$ cat config.mk
export PLATFORM = sky130hd
export DESIGN_NAME = cjg_stack_ctrl_flat
export DESIGN_NICKNAME = d
export VERILOG_FILES = /design/src/rtl/cjg_stack_ctrl_pkg.sv /design/src/rtl/cjg_stack_ctrl_if.sv /design/src/rtl/cjg_stack_ctrl_arb.sv /design/src/rtl/cjg_stack_ctrl.sv /design/src/flat_wrapper.sv
export SDC_FILE = /design/constraint.sdc
export NUM_CORES = 1
export LEC_CHECK = 0
export CAP_MARGIN = 20
export CORE_ASPECT_RATIO = 1.4
export CORE_MARGIN = 2
export CORE_UTILIZATION = 35
export CTS_CLUSTER_DIAMETER = 120
export CTS_CLUSTER_SIZE = 16
export DETAILED_ROUTE_END_ITERATION = 8
export PLACE_DENSITY = 0.82
export SETUP_SLACK_MARGIN = 0.02
export SYNTH_ARGS = -nofsm -noshare
export SYNTH_HDL_FRONTEND = slang
export SYNTH_SLANG_ARGS = --single-unit
$ cat constraint.sdc
create_clock -name clk -period 2.9 [get_ports clk]
set_input_delay 0.29 -clock clk [delete_from_list [all_inputs] [get_ports clk]]
set_output_delay 0.29 -clock clk [all_outputs]
set_load 0.05 [all_outputs]
$ cat src/rtl/cjg_stack_ctrl_pkg.sv
// Shared definitions for the stack controller: request opcodes, requester ids,
// FSM state encoding and the arbiter grant record.
package cjg_stack_ctrl_pkg;

   localparam logic OP_PUSH = 1'b1;
   localparam logic OP_POP  = 1'b0;

   localparam logic SRC_CPU = 1'b0;
   localparam logic SRC_IRQ = 1'b1;

   typedef enum logic {
      ST_IDLE     = 1'b0,
      ST_POP_WAIT = 1'b1
   } stack_state_t;

   // One winner per cycle; src tells which requester's op/data to use
   typedef struct packed {
      logic valid;
      logic src;
   } grant_t;

endpackage

$ cat src/rtl/cjg_stack_ctrl_if.sv
// Request, response and RAM-side buses of the stack controller.
// The slave modport is the controller; the master modport is its environment.
interface cjg_stack_ctrl_if #(
   parameter int WIDTH = 32,
   parameter int ADDRW = 5
);

   logic             cpu_req_valid;
   logic             cpu_req_op;
   logic [WIDTH-1:0] cpu_req_data;
   logic             cpu_req_ready;

   logic             irq_req_valid;
   logic             irq_req_op;
   logic [WIDTH-1:0] irq_req_data;
   logic             irq_req_ready;

   logic             rsp_valid;
   logic [WIDTH-1:0] rsp_data;
   logic             rsp_src;

   logic [ADDRW-1:0] mem_addr;
   logic [WIDTH-1:0] mem_d;
   logic             mem_push;
   logic             mem_pop;
   logic [WIDTH-1:0] mem_q;

   modport slave (
      input  cpu_req_valid, cpu_req_op, cpu_req_data,
      input  irq_req_valid, irq_req_op, irq_req_data,
      input  mem_q,
      output cpu_req_ready, irq_req_ready,
      output rsp_valid, rsp_data, rsp_src,
      output mem_addr, mem_d, mem_push, mem_pop
   );

   modport master (
      output cpu_req_valid, cpu_req_op, cpu_req_data,
      output irq_req_valid, irq_req_op, irq_req_data,
      output mem_q,
      input  cpu_req_ready, irq_req_ready,
      input  rsp_valid, rsp_data, rsp_src,
      input  mem_addr, mem_d, mem_push, mem_pop
   );

endinterface

$ cat src/rtl/cjg_stack_ctrl_arb.sv
// Two-way fixed-priority arbiter: the interrupt requester always beats the CPU.
// A merely pending IRQ request holds off the CPU even if the IRQ is not yet accepted.
module cjg_stack_ctrl_arb
   import cjg_stack_ctrl_pkg::*;
(
   input  logic   idle,
   input  logic   flush,
   input  logic   cpu_valid,
   input  logic   irq_valid,
   output logic   cpu_ready,
   output logic   irq_ready,
   output grant_t grant
);

   always_comb begin
      irq_ready = idle & ~flush;
      cpu_ready = idle & ~flush & ~irq_valid;
      grant     = '{valid: 1'b0, src: SRC_CPU};
      if (irq_valid && irq_ready) begin
         grant = '{valid: 1'b1, src: SRC_IRQ};
      end else if (cpu_valid && cpu_ready) begin
         grant = '{valid: 1'b1, src: SRC_CPU};
      end
   end

endmodule

$ cat src/rtl/cjg_stack_ctrl.sv
// Stack controller: owns the stack pointer in front of a registered-read stack RAM,
// arbitrates CPU and IRQ push/pop requests and returns pop data one cycle later.
module cjg_stack_ctrl
   import cjg_stack_ctrl_pkg::*;
#(
   parameter int WIDTH = 32,
   parameter int DEPTH = 32,
   parameter int ADDRW = 5
) (
   input  logic             clk,
   input  logic             reset,
   cjg_stack_ctrl_if.slave  bus,
   input  logic             flush,
   input  logic             err_clr,
   output logic [ADDRW:0]   sp,
   output logic             full,
   output logic             empty,
   output logic             overflow,
   output logic             underflow,
   input  logic             scan_in0,
   input  logic             scan_en,
   input  logic             test_mode,
   output logic             scan_out0
);

   localparam logic [ADDRW:0] SP_FULL = (ADDRW + 1)'(DEPTH);

   stack_state_t     state_q, state_d;
   logic [ADDRW:0]   sp_q, sp_d, sp_m1;
   logic             pop_src_q, pop_src_d;
   logic             pop_empty_q, pop_empty_d;
   logic [WIDTH-1:0] rsp_hold_q;
   logic             overflow_q, underflow_q;
   logic             ovf_set, unf_set;
   grant_t           grant;
   logic             req_op;
   logic [WIDTH-1:0] req_data;
   logic             unused_dft;

   assign unused_dft = ^{scan_in0, scan_en, test_mode};
   assign scan_out0  = 1'b0;

   assign sp        = sp_q;
   assign full      = (sp_q == SP_FULL);
   assign empty     = (sp_q == '0);
   assign overflow  = overflow_q;
   assign underflow = underflow_q;
   assign sp_m1     = sp_q - 1'b1;

   cjg_stack_ctrl_arb u_arb (
      .idle      (state_q == ST_IDLE),
      .flush     (flush),
      .cpu_valid (bus.cpu_req_valid),
      .irq_valid (bus.irq_req_valid),
      .cpu_ready (bus.cpu_req_ready),
      .irq_ready (bus.irq_req_ready),
      .grant     (grant)
   );

   always_comb begin
      req_op   = bus.cpu_req_op;
      req_data = bus.cpu_req_data;
      if (grant.src == SRC_IRQ) begin
         req_op   = bus.irq_req_op;
         req_data = bus.irq_req_data;
      end
   end

   // Next-state and RAM strobes; the RAM side is driven straight from the accept
   always_comb begin
      state_d      = state_q;
      sp_d         = sp_q;
      pop_src_d    = pop_src_q;
      pop_empty_d  = pop_empty_q;
      ovf_set      = 1'b0;
      unf_set      = 1'b0;
      bus.mem_addr = '0;
      bus.mem_d    = '0;
      bus.mem_push = 1'b0;
      bus.mem_pop  = 1'b0;

      case (state_q)
         ST_IDLE: begin
            if (grant.valid) begin
               if (req_op == OP_PUSH) begin
                  if (!full) begin
                     bus.mem_addr = sp_q[ADDRW-1:0];
                     bus.mem_d    = req_data;
                     bus.mem_push = 1'b1;
                     sp_d         = sp_q + 1'b1;
                  end else begin
                     ovf_set = 1'b1;
                  end
               end else begin
                  state_d   = ST_POP_WAIT;
                  pop_src_d = grant.src;
                  if (!empty) begin
                     bus.mem_addr = sp_m1[ADDRW-1:0];
                     bus.mem_pop  = 1'b1;
                     sp_d         = sp_m1;
                     pop_empty_d  = 1'b0;
                  end else begin
                     unf_set     = 1'b1;
                     pop_empty_d = 1'b1;
                  end
               end
            end
         end
         ST_POP_WAIT: begin
            state_d = ST_IDLE;
         end
         default: begin
            state_d = ST_IDLE;
         end
      endcase

      if (flush) begin
         sp_d = '0;
      end
   end

   // An underflowing pop still answers, but with a zero word instead of stale RAM output
   assign bus.rsp_valid = (state_q == ST_POP_WAIT);
   assign bus.rsp_data  = bus.rsp_valid ? (pop_empty_q ? '0 : bus.mem_q) : rsp_hold_q;
   assign bus.rsp_src   = pop_src_q;

   always_ff @(posedge clk or negedge reset) begin
      if (!reset) begin
         state_q     <= ST_IDLE;
         sp_q        <= '0;
         pop_src_q   <= SRC_CPU;
         pop_empty_q <= 1'b0;
         rsp_hold_q  <= '0;
         overflow_q  <= 1'b0;
         underflow_q <= 1'b0;
      end else begin
         state_q     <= state_d;
         sp_q        <= sp_d;
         pop_src_q   <= pop_src_d;
         pop_empty_q <= pop_empty_d;
         if (bus.rsp_valid) begin
            rsp_hold_q <= bus.rsp_data;
         end
         overflow_q  <= ovf_set | (overflow_q & ~err_clr);
         underflow_q <= unf_set | (underflow_q & ~err_clr);
      end
   end

endmodule

$ cat src/flat_wrapper.sv
// flat-port wrapper written by rule: the top's interface ports become plain ports
module cjg_stack_ctrl_flat import cjg_stack_ctrl_pkg::*;
#(
   parameter int WIDTH = 32,
   parameter int DEPTH = 32,
   parameter int ADDRW = 5
)
  (clk, reset, flush, err_clr, sp, full, empty, overflow, underflow, scan_in0, scan_en, test_mode, scan_out0, bus_cpu_req_valid, bus_cpu_req_op, bus_cpu_req_data, bus_irq_req_valid, bus_irq_req_op, bus_irq_req_data, bus_mem_q, bus_cpu_req_ready, bus_irq_req_ready, bus_rsp_valid, bus_rsp_data, bus_rsp_src, bus_mem_addr, bus_mem_d, bus_mem_push, bus_mem_pop);
  cjg_stack_ctrl_if #(.WIDTH(WIDTH), .ADDRW(ADDRW)) bus_i ();
  input  logic clk;
  input  logic reset;
  input  logic flush;
  input  logic err_clr;
  output logic [ADDRW:0] sp;
  output logic full;
  output logic empty;
  output logic overflow;
  output logic underflow;
  input  logic scan_in0;
  input  logic scan_en;
  input  logic test_mode;
  output logic scan_out0;
  input wire logic [$bits(bus_i.cpu_req_valid)-1:0] bus_cpu_req_valid;
  input wire logic [$bits(bus_i.cpu_req_op)-1:0] bus_cpu_req_op;
  input wire logic [$bits(bus_i.cpu_req_data)-1:0] bus_cpu_req_data;
  input wire logic [$bits(bus_i.irq_req_valid)-1:0] bus_irq_req_valid;
  input wire logic [$bits(bus_i.irq_req_op)-1:0] bus_irq_req_op;
  input wire logic [$bits(bus_i.irq_req_data)-1:0] bus_irq_req_data;
  input wire logic [$bits(bus_i.mem_q)-1:0] bus_mem_q;
  output wire logic [$bits(bus_i.cpu_req_ready)-1:0] bus_cpu_req_ready;
  output wire logic [$bits(bus_i.irq_req_ready)-1:0] bus_irq_req_ready;
  output wire logic [$bits(bus_i.rsp_valid)-1:0] bus_rsp_valid;
  output wire logic [$bits(bus_i.rsp_data)-1:0] bus_rsp_data;
  output wire logic [$bits(bus_i.rsp_src)-1:0] bus_rsp_src;
  output wire logic [$bits(bus_i.mem_addr)-1:0] bus_mem_addr;
  output wire logic [$bits(bus_i.mem_d)-1:0] bus_mem_d;
  output wire logic [$bits(bus_i.mem_push)-1:0] bus_mem_push;
  output wire logic [$bits(bus_i.mem_pop)-1:0] bus_mem_pop;
  assign bus_i.cpu_req_valid = bus_cpu_req_valid;
  assign bus_i.cpu_req_op = bus_cpu_req_op;
  assign bus_i.cpu_req_data = bus_cpu_req_data;
  assign bus_i.irq_req_valid = bus_irq_req_valid;
  assign bus_i.irq_req_op = bus_irq_req_op;
  assign bus_i.irq_req_data = bus_irq_req_data;
  assign bus_i.mem_q = bus_mem_q;
  assign bus_cpu_req_ready = bus_i.cpu_req_ready;
  assign bus_irq_req_ready = bus_i.irq_req_ready;
  assign bus_rsp_valid = bus_i.rsp_valid;
  assign bus_rsp_data = bus_i.rsp_data;
  assign bus_rsp_src = bus_i.rsp_src;
  assign bus_mem_addr = bus_i.mem_addr;
  assign bus_mem_d = bus_i.mem_d;
  assign bus_mem_push = bus_i.mem_push;
  assign bus_mem_pop = bus_i.mem_pop;
  cjg_stack_ctrl #(.WIDTH(WIDTH), .DEPTH(DEPTH), .ADDRW(ADDRW)) u_core (.clk(clk), .reset(reset), .bus(bus_i), .flush(flush), .err_clr(err_clr), .sp(sp), .full(full), .empty(empty), .overflow(overflow), .underflow(underflow), .scan_in0(scan_in0), .scan_en(scan_en), .test_mode(test_mode), .scan_out0(scan_out0));
endmodule
==> impl_metrics.env, run 1 <==
export IMPL_status="completed"
export IMPL_ys_ff_latch=43
export IMPL_p_leak_nw=2.34
export IMPL_synth_top_area_frac=0.407
export IMPL_synth_ff_type="dfrtp_1"
export IMPL_final_period_utilization=0.959
export IMPL_netlist_area_mm2=0.00264
export IMPL_grt_pass1_wl_mm=16.6
export IMPL_io_pins=193
export IMPL_fillers=473
export IMPL_wire_per_inst_um=15.7
export IMPL_clock_sinks=43
export IMPL_swShare=0.457
export IMPL_max_slew_margin=0.359
export IMPL_cp_arrival_ps=2490
export IMPL_wl_mm=10.2
export IMPL_finalNetCount=661
export IMPL_track_usage=0.250
export IMPL_rows=37
export IMPL_hold_class="in2async"
export IMPL_die_y_um=107
export IMPL_dr_pass1_iters=4
export IMPL_required_ps=2610
export IMPL_clock_latency_ps=290
export IMPL_powerDensity_mw_per_mm2=634
export IMPL_power_share_clock=0.104
export IMPL_initial_core_util=0.361
export IMPL_p_int_mw=1.95
export IMPL_core_area_mm2=0.00731
export IMPL_ir_worst_vdd_mv=0.382
export IMPL_maxCapViolCount=0
export IMPL_antenna_cells=0
export IMPL_drt_iter0_drc=133
export IMPL_finalHoldViolations=0
export IMPL_p_sw_mw=1.64
export IMPL_cts_root_buf="clkbuf_8"
export IMPL_yosysUniqueCellTypes=36
export IMPL_dp_final_hpwl_mm=8.18
export IMPL_synth_avg_cell_area_um2=7.12
export IMPL_post_cts_setup_buffers=0
export IMPL_seq_area_frac_synth=0.407
export IMPL_routabilityCongestion=0.968
export IMPL_fin_crit_ps=2780
export IMPL_fin_skew_ps=7.47
export IMPL_cts_buffer_depth=2
export IMPL_numCtsBuffers=5
export IMPL_first_global_vias=3470
export IMPL_viasPerCell=5.08
export IMPL_place_area_mm2=0.00553
export IMPL_synth_nets=481
export IMPL_cts_htree_levels=2
export IMPL_async_reset_ff_frac=1.00
export IMPL_path_max_fanout=33
export IMPL_tightest_slew_ps=962
export IMPL_grt_start_max_net_pins=60
export IMPL_synthCells=371
export IMPL_start_kind="flop"
export IMPL_overflow=0
export IMPL_die_w_um=77.4
export IMPL_maxSlewViolCount=0
export IMPL_clock_fmax_ghz=0.360
export IMPL_yosysWarnings=0
export IMPL_syn_to_final_growth_pct=115
export IMPL_antenna_found_initial=0
export IMPL_power_frac_comb=0.661
export IMPL_cts_tree="done"
export IMPL_finalSetupViolations=0
export IMPL_synthTopCellsByArea="dfrtp_1 41%, nand2_1 14%, o21ai_0 13%"
export IMPL_dieArea_mm2=0.00827
export IMPL_synth_edf_count=0
export IMPL_synth_largest_area_cell="dfrtp_1"
export IMPL_seqPwrFrac=0.234
export IMPL_crit_type="reg2out"
export IMPL_post_route_cell_area_mm2=0.00567
export IMPL_port_buffers=188
export IMPL_fin_tns_setup_ps=0
export IMPL_drc=0
export IMPL_via_count=3296
export IMPL_ant_nets=0
export IMPL_end_kind="output port"
export IMPL_drive_above_1_share=0.250
export IMPL_cts_clk_slew_worst_paths_ps=90
## logic make-up after synthesis
logic type / after synthesis / share of synthesized area
simple gates: 131 / 0.209
compound gates: 121 / 0.243
buf+inv: 66 / 0.104
flops: 43 / 0.407
xor+xnor: 5 / 0.0166
fa+ha+maj: 3 / 0.0142
other cells: 1 / 0.00142
mux: 1 / 0.00379
## metal layers
metal,part of all wire,track usage,up-vias,wire length [um]
met5,0,0,-,0
met4,0.024,0.0867,0,240
met3,0.091,0.0699,14,926
met2,0.51,0.457,175,5240
met1,0.37,0.276,1538,3800
li1,-,-,1569,-
## final cells by class
type | instances | area (um^2) | share of cell area
clock buffers | 6 | 72.6 | 0.0128
multi-input cells | 262 | 1550 | 0.273
clock inverters | 2 | 12.5 | 0.00221
repair buffers | 201 | 2700 | 0.475
well taps | 97 | 121 | 0.0214
flip-flops and latches | 43 | 1080 | 0.190
inverters | 38 | 143 | 0.0251
## worst max-delay path, stage by stage, from the launching register on
cell and delay [ps]:
dfrtp_2 420, inv_1 100, ha_1 200, nor4b_1 160, nand2_1 120, inv_1 80, or3_2 520, buf_12 220
a21oi_2 190, buf_12 160
## state kept, by name, indices dropped and copies added, names as in the netlist
register,flops
u_core.underflow,1
u_core.overflow,1
u_core.bus.rsp_valid,1
u_core.sp,6
u_core.rsp_hold_q,32
u_core.bus.rsp_src,1
u_core.pop_empty_q,1
## power groups by stage
stage / Clock [mW] / Sequential, mW / Combinational (mW)
after global routing: 0.410 / 0.858 / 2.50
after global placement: 0 / 0.839 / 2.31
after detailed placement: 0 / 0.853 / 2.37
final: 0.375 / 0.843 / 2.38
after CTS: 0.384 / 0.840 / 2.38
after floorplan: 0 / 0.897 / 1.15
## metrics by stage
stage / total power, mW / std cells / hold slack (ps) / setup WS [ps] / util
after floorplan: 2.05 / 371 / -5.59 / -117 / -
after global placement: 3.15 / 641 / 478 / 301 / 0.756
after detailed placement: 3.22 / 641 / 496 / 245 / 0.756
after CTS: 3.60 / 649 / 181 / 76.5 / 0.768
after global routing: 3.77 / 649 / 227 / -3.62 / 0.776
final: 3.60 / 649 / 150 / 119 / 0.776
## what timing repair did
| action | 4_1_cts | 5_1_grt |
|---|---|---|
| endpoints found under the setup margin | 0 | 11 |
| gates resized for setup | 0 | 11 |
| hold buffers | 0 | 0 |
## synthesized netlist by cell type (3+ instances only)
cell / number
a21oi_1: 37
ha_1: 3
inv_1: 38
dfrtp_1: 43
nor2_1: 12
xnor2_1: 4
a211oi_1: 4
o21ai_0: 69
or3_1: 5
buf_6: 3
nand2_1: 101
nor3_1: 3
clkbuf_1: 24
## path summary, 6_finish.rpt
check | start | endpoint | slack (ps) | cells after the start
worst max-delay path | u_core.sp[1]$_DFFE_PN0P_ | bus_mem_d[19] | 120 | 9
worst min-delay path | reset | u_core.rsp_hold_q[8]$_DFFE_PN0P_ | 150 | 1
worst max register to register | u_core.bus.rsp_valid$_DFF_PN0_ | u_core.sp[4]$_DFFE_PN0P_ | 520 | 7
worst min register to register | u_core.rsp_hold_q[9]$_DFFE_PN0P_ | u_core.rsp_hold_q[9]$_DFFE_PN0P_ | 530 | 2
max in group asynchronous | reset | u_core.sp[1]$_DFFE_PN0P_ | 2100 | 1
min in group clk | u_core.rsp_hold_q[9]$_DFFE_PN0P_ | u_core.rsp_hold_q[9]$_DFFE_PN0P_ | 530 | 2
## placed cells by master, fill, tap and decap left out, drive strengths merged, types with 2 or more instances in the layout
master and n:
o22ai 2, clkbuf 6, nor2 12, clkdlybuf4s50 113
xnor2 4, a21oi 37, o21ai 70, or3 5
inv 38, nand2 101, a41oi 2, nor3 3
buf 87, a211oi 4, or3b 2, ha 3
dfrtp 43
Power figures use the tool's default switching activity.
==> inputs of run 2 (changes only) <==
- REMOVE_ABC_BUFFERS: default -> 1
==> run 2 against run 1 <==
Net effect: via count decreased by 3.8%; worst hold slack got worse by 22 ps; power decreased by 15%; critical path depth unchanged; fmax increased by 0.85%; die area unchanged; cell area decreased by 15%; final cell count decreased by 0.15%; global-route usage decreased by 3.8 points; critical path type unchanged; largest cell class unchanged; largest power group unchanged.
==> impl_metrics.env, run 2 (synthesized netlist as in run 1, its figures left out) <==
export IMPL_drc=0
export IMPL_max_slew_margin=0.393
export IMPL_fillers=593
export IMPL_power_mw=3.05
export IMPL_port_buffers=188
export IMPL_io_pins=193
export IMPL_p_leak_nw=2.13
export IMPL_cts_resized=0
export IMPL_fin_util=0.659
export IMPL_r2r_start="u_core.sp[1]$_DFFE_PN0P_"
export IMPL_numCtsBuffers=5
export IMPL_cp_arrival_ps=2470
export IMPL_antenna_cells=0
export IMPL_regMostFlops="u_core.rsp_hold_q"
export IMPL_clock_fmax_ghz=0.363
export IMPL_layout_commonest_cell="clkdlybuf4s50_1"
export IMPL_finalSetupViolations=0
export IMPL_powerDensity_mw_per_mm2=633
export IMPL_cts_buffer_depth=2
export IMPL_power_share_clock=0.117
export IMPL_cts_root_buf="clkbuf_8"
export IMPL_p_sw_mw=1.47
export IMPL_power_frac_comb=0.609
export IMPL_track_usage=0.212
export IMPL_dp_final_hpwl_mm=7.26
export IMPL_cts_htree_levels=2
export IMPL_tightest_slew_ps=910
export IMPL_finalHoldViolations=0
export IMPL_swShare=0.484
export IMPL_wire_per_inst_um=13.6
export IMPL_rr_endpoint="u_core.sp[1]$_DFFE_PN0P_"
export IMPL_required_ps=2610
export IMPL_layout_common_cells="118 x clkdlybuf4s50_1, 101 x nand2_1, 69 x o21ai_0"
export IMPL_ir_worst_vdd_mv=0.305
export IMPL_rows=37
export IMPL_antenna_found_initial=0
export IMPL_fin_skew_ps=10.0
export IMPL_hold_class="in2async"
export IMPL_viasPerCell=4.89
export IMPL_dieArea_mm2=0.00827
export IMPL_p_int_mw=1.57
export IMPL_post_cts_setup_buffers=0
export IMPL_status="completed"
export IMPL_dr_pass1_iters=4
export IMPL_die_y_um=107
export IMPL_core_area_mm2=0.00731
export IMPL_ant_nets=0
export IMPL_drive_above_1_share=0.185
export IMPL_cp_endpoint="bus_mem_d[31]"
export IMPL_crit_type="reg2out"
export IMPL_wl_mm=8.84
export IMPL_die_w_um=77.4
export IMPL_path_max_fanout=33
export IMPL_syn_to_final_growth_pct=82.4
export IMPL_maxSlewViolCount=0
export IMPL_end_kind="output port"
export IMPL_initial_core_util=0.361
export IMPL_cts_tree="done"
export IMPL_largest_reg_flops=32
export IMPL_reg2regPathDepth=8
export IMPL_fin_crit_ps=2760
export IMPL_seqPwrFrac=0.274
export IMPL_first_global_vias=3018
export IMPL_final_period_utilization=0.951
export IMPL_maxCapViolCount=0
export IMPL_routabilityCongestion=0.876
export IMPL_finalNetCount=660
export IMPL_rsz0062_at_grt="true"
export IMPL_start_kind="flop"
export IMPL_via_count=3170
export IMPL_cts_clk_slew_worst_paths_ps=80
export IMPL_ctsHoldBuffers=0
export IMPL_overflow=0
export IMPL_grt_start_max_net_pins=58
export IMPL_r2r_slack_ps=570
export IMPL_clock_sinks=43
export IMPL_grt_pass1_wl_mm=14.1
export IMPL_clock_latency_ps=290
export IMPL_drt_iter0_drc=146
export IMPL_crit_path_start="u_core.sp[1]$_DFFE_PN0P_"
==> run 2: worst min path at each step <==
stage	endpoint	slack, ps	cells past startpoint
final	u_core.rsp_hold_q[9]$_DFFE_PN0P_	130	1
after global routing	u_core.rsp_hold_q[25]$_DFFE_PN0P_	210	1
after CTS	u_core.rsp_hold_q[9]$_DFFE_PN0P_	150	1
after detailed placement	u_core.rsp_hold_q[23]$_DFFE_PN0P_	470	1
after global placement	u_core.rsp_hold_q[8]$_DFFE_PN0P_	460	1
after floorplan	u_core.bus.rsp_src$_DFFE_PN0P_	-6	0
==> run 2: final cells by class <==
cell class	count	area, um^2	share of cell area
Timing Repair Buffer	200	2070	0.430
Clock inverter	2	12.5	0.00260
Sequential cell	43	1080	0.224
Multi-Input combinational cell	262	1320	0.274
Clock buffer	6	72.6	0.0151
Tap cell	97	121	0.0252
Inverter	38	143	0.0296
==> run 2: metrics by stage <==
| step | area, um^2 | TNS [ps] | hold WS, ps | cells | worst slack [ps] |
|---|---|---|---|---|---|
| after floorplan | 2510 | -67430 | -5.59 | 343 | -1360 |
| after global placement | 4700 | 0 | 456 | 640 | 277 |
| after detailed placement | 4700 | 0 | 471 | 640 | 269 |
| after CTS | 4790 | 0 | 152 | 648 | 37.6 |
| after global routing | 4820 | -18.6 | 209 | 648 | -7.90 |
| final | 4820 | 0 | 128 | 648 | 143 |
==> run 2: power by group through the flow <==
stage               Clock [mW]  Sequential [mW]  Combinational, mW
global placement             0            0.835               1.82
floorplan                    0            0.912               1.07
CTS                      0.370            0.834               1.86
global route             0.397            0.854               1.96
detailed placement           0            0.847               1.85
finish                   0.358            0.835               1.85
==> run 2: layer usage <==
layer	track usage	wire [um]	vias up
li1	-	-	1568
met1	0.248	3520	1411
met2	0.385	4440	180
met3	0.0429	688	11
met4	0.0702	180	0
met5	0	0	-
==> run 2: critical path, cell delays in order (launching register included) <==
cell     delay (ps)
dfrtp_2         420
inv_1           100
ha_1            200
nor4b_1         140
nand2_1         120
inv_1            90
or3_1           370
buf_4           250
a21oi_1         290
buf_12          180
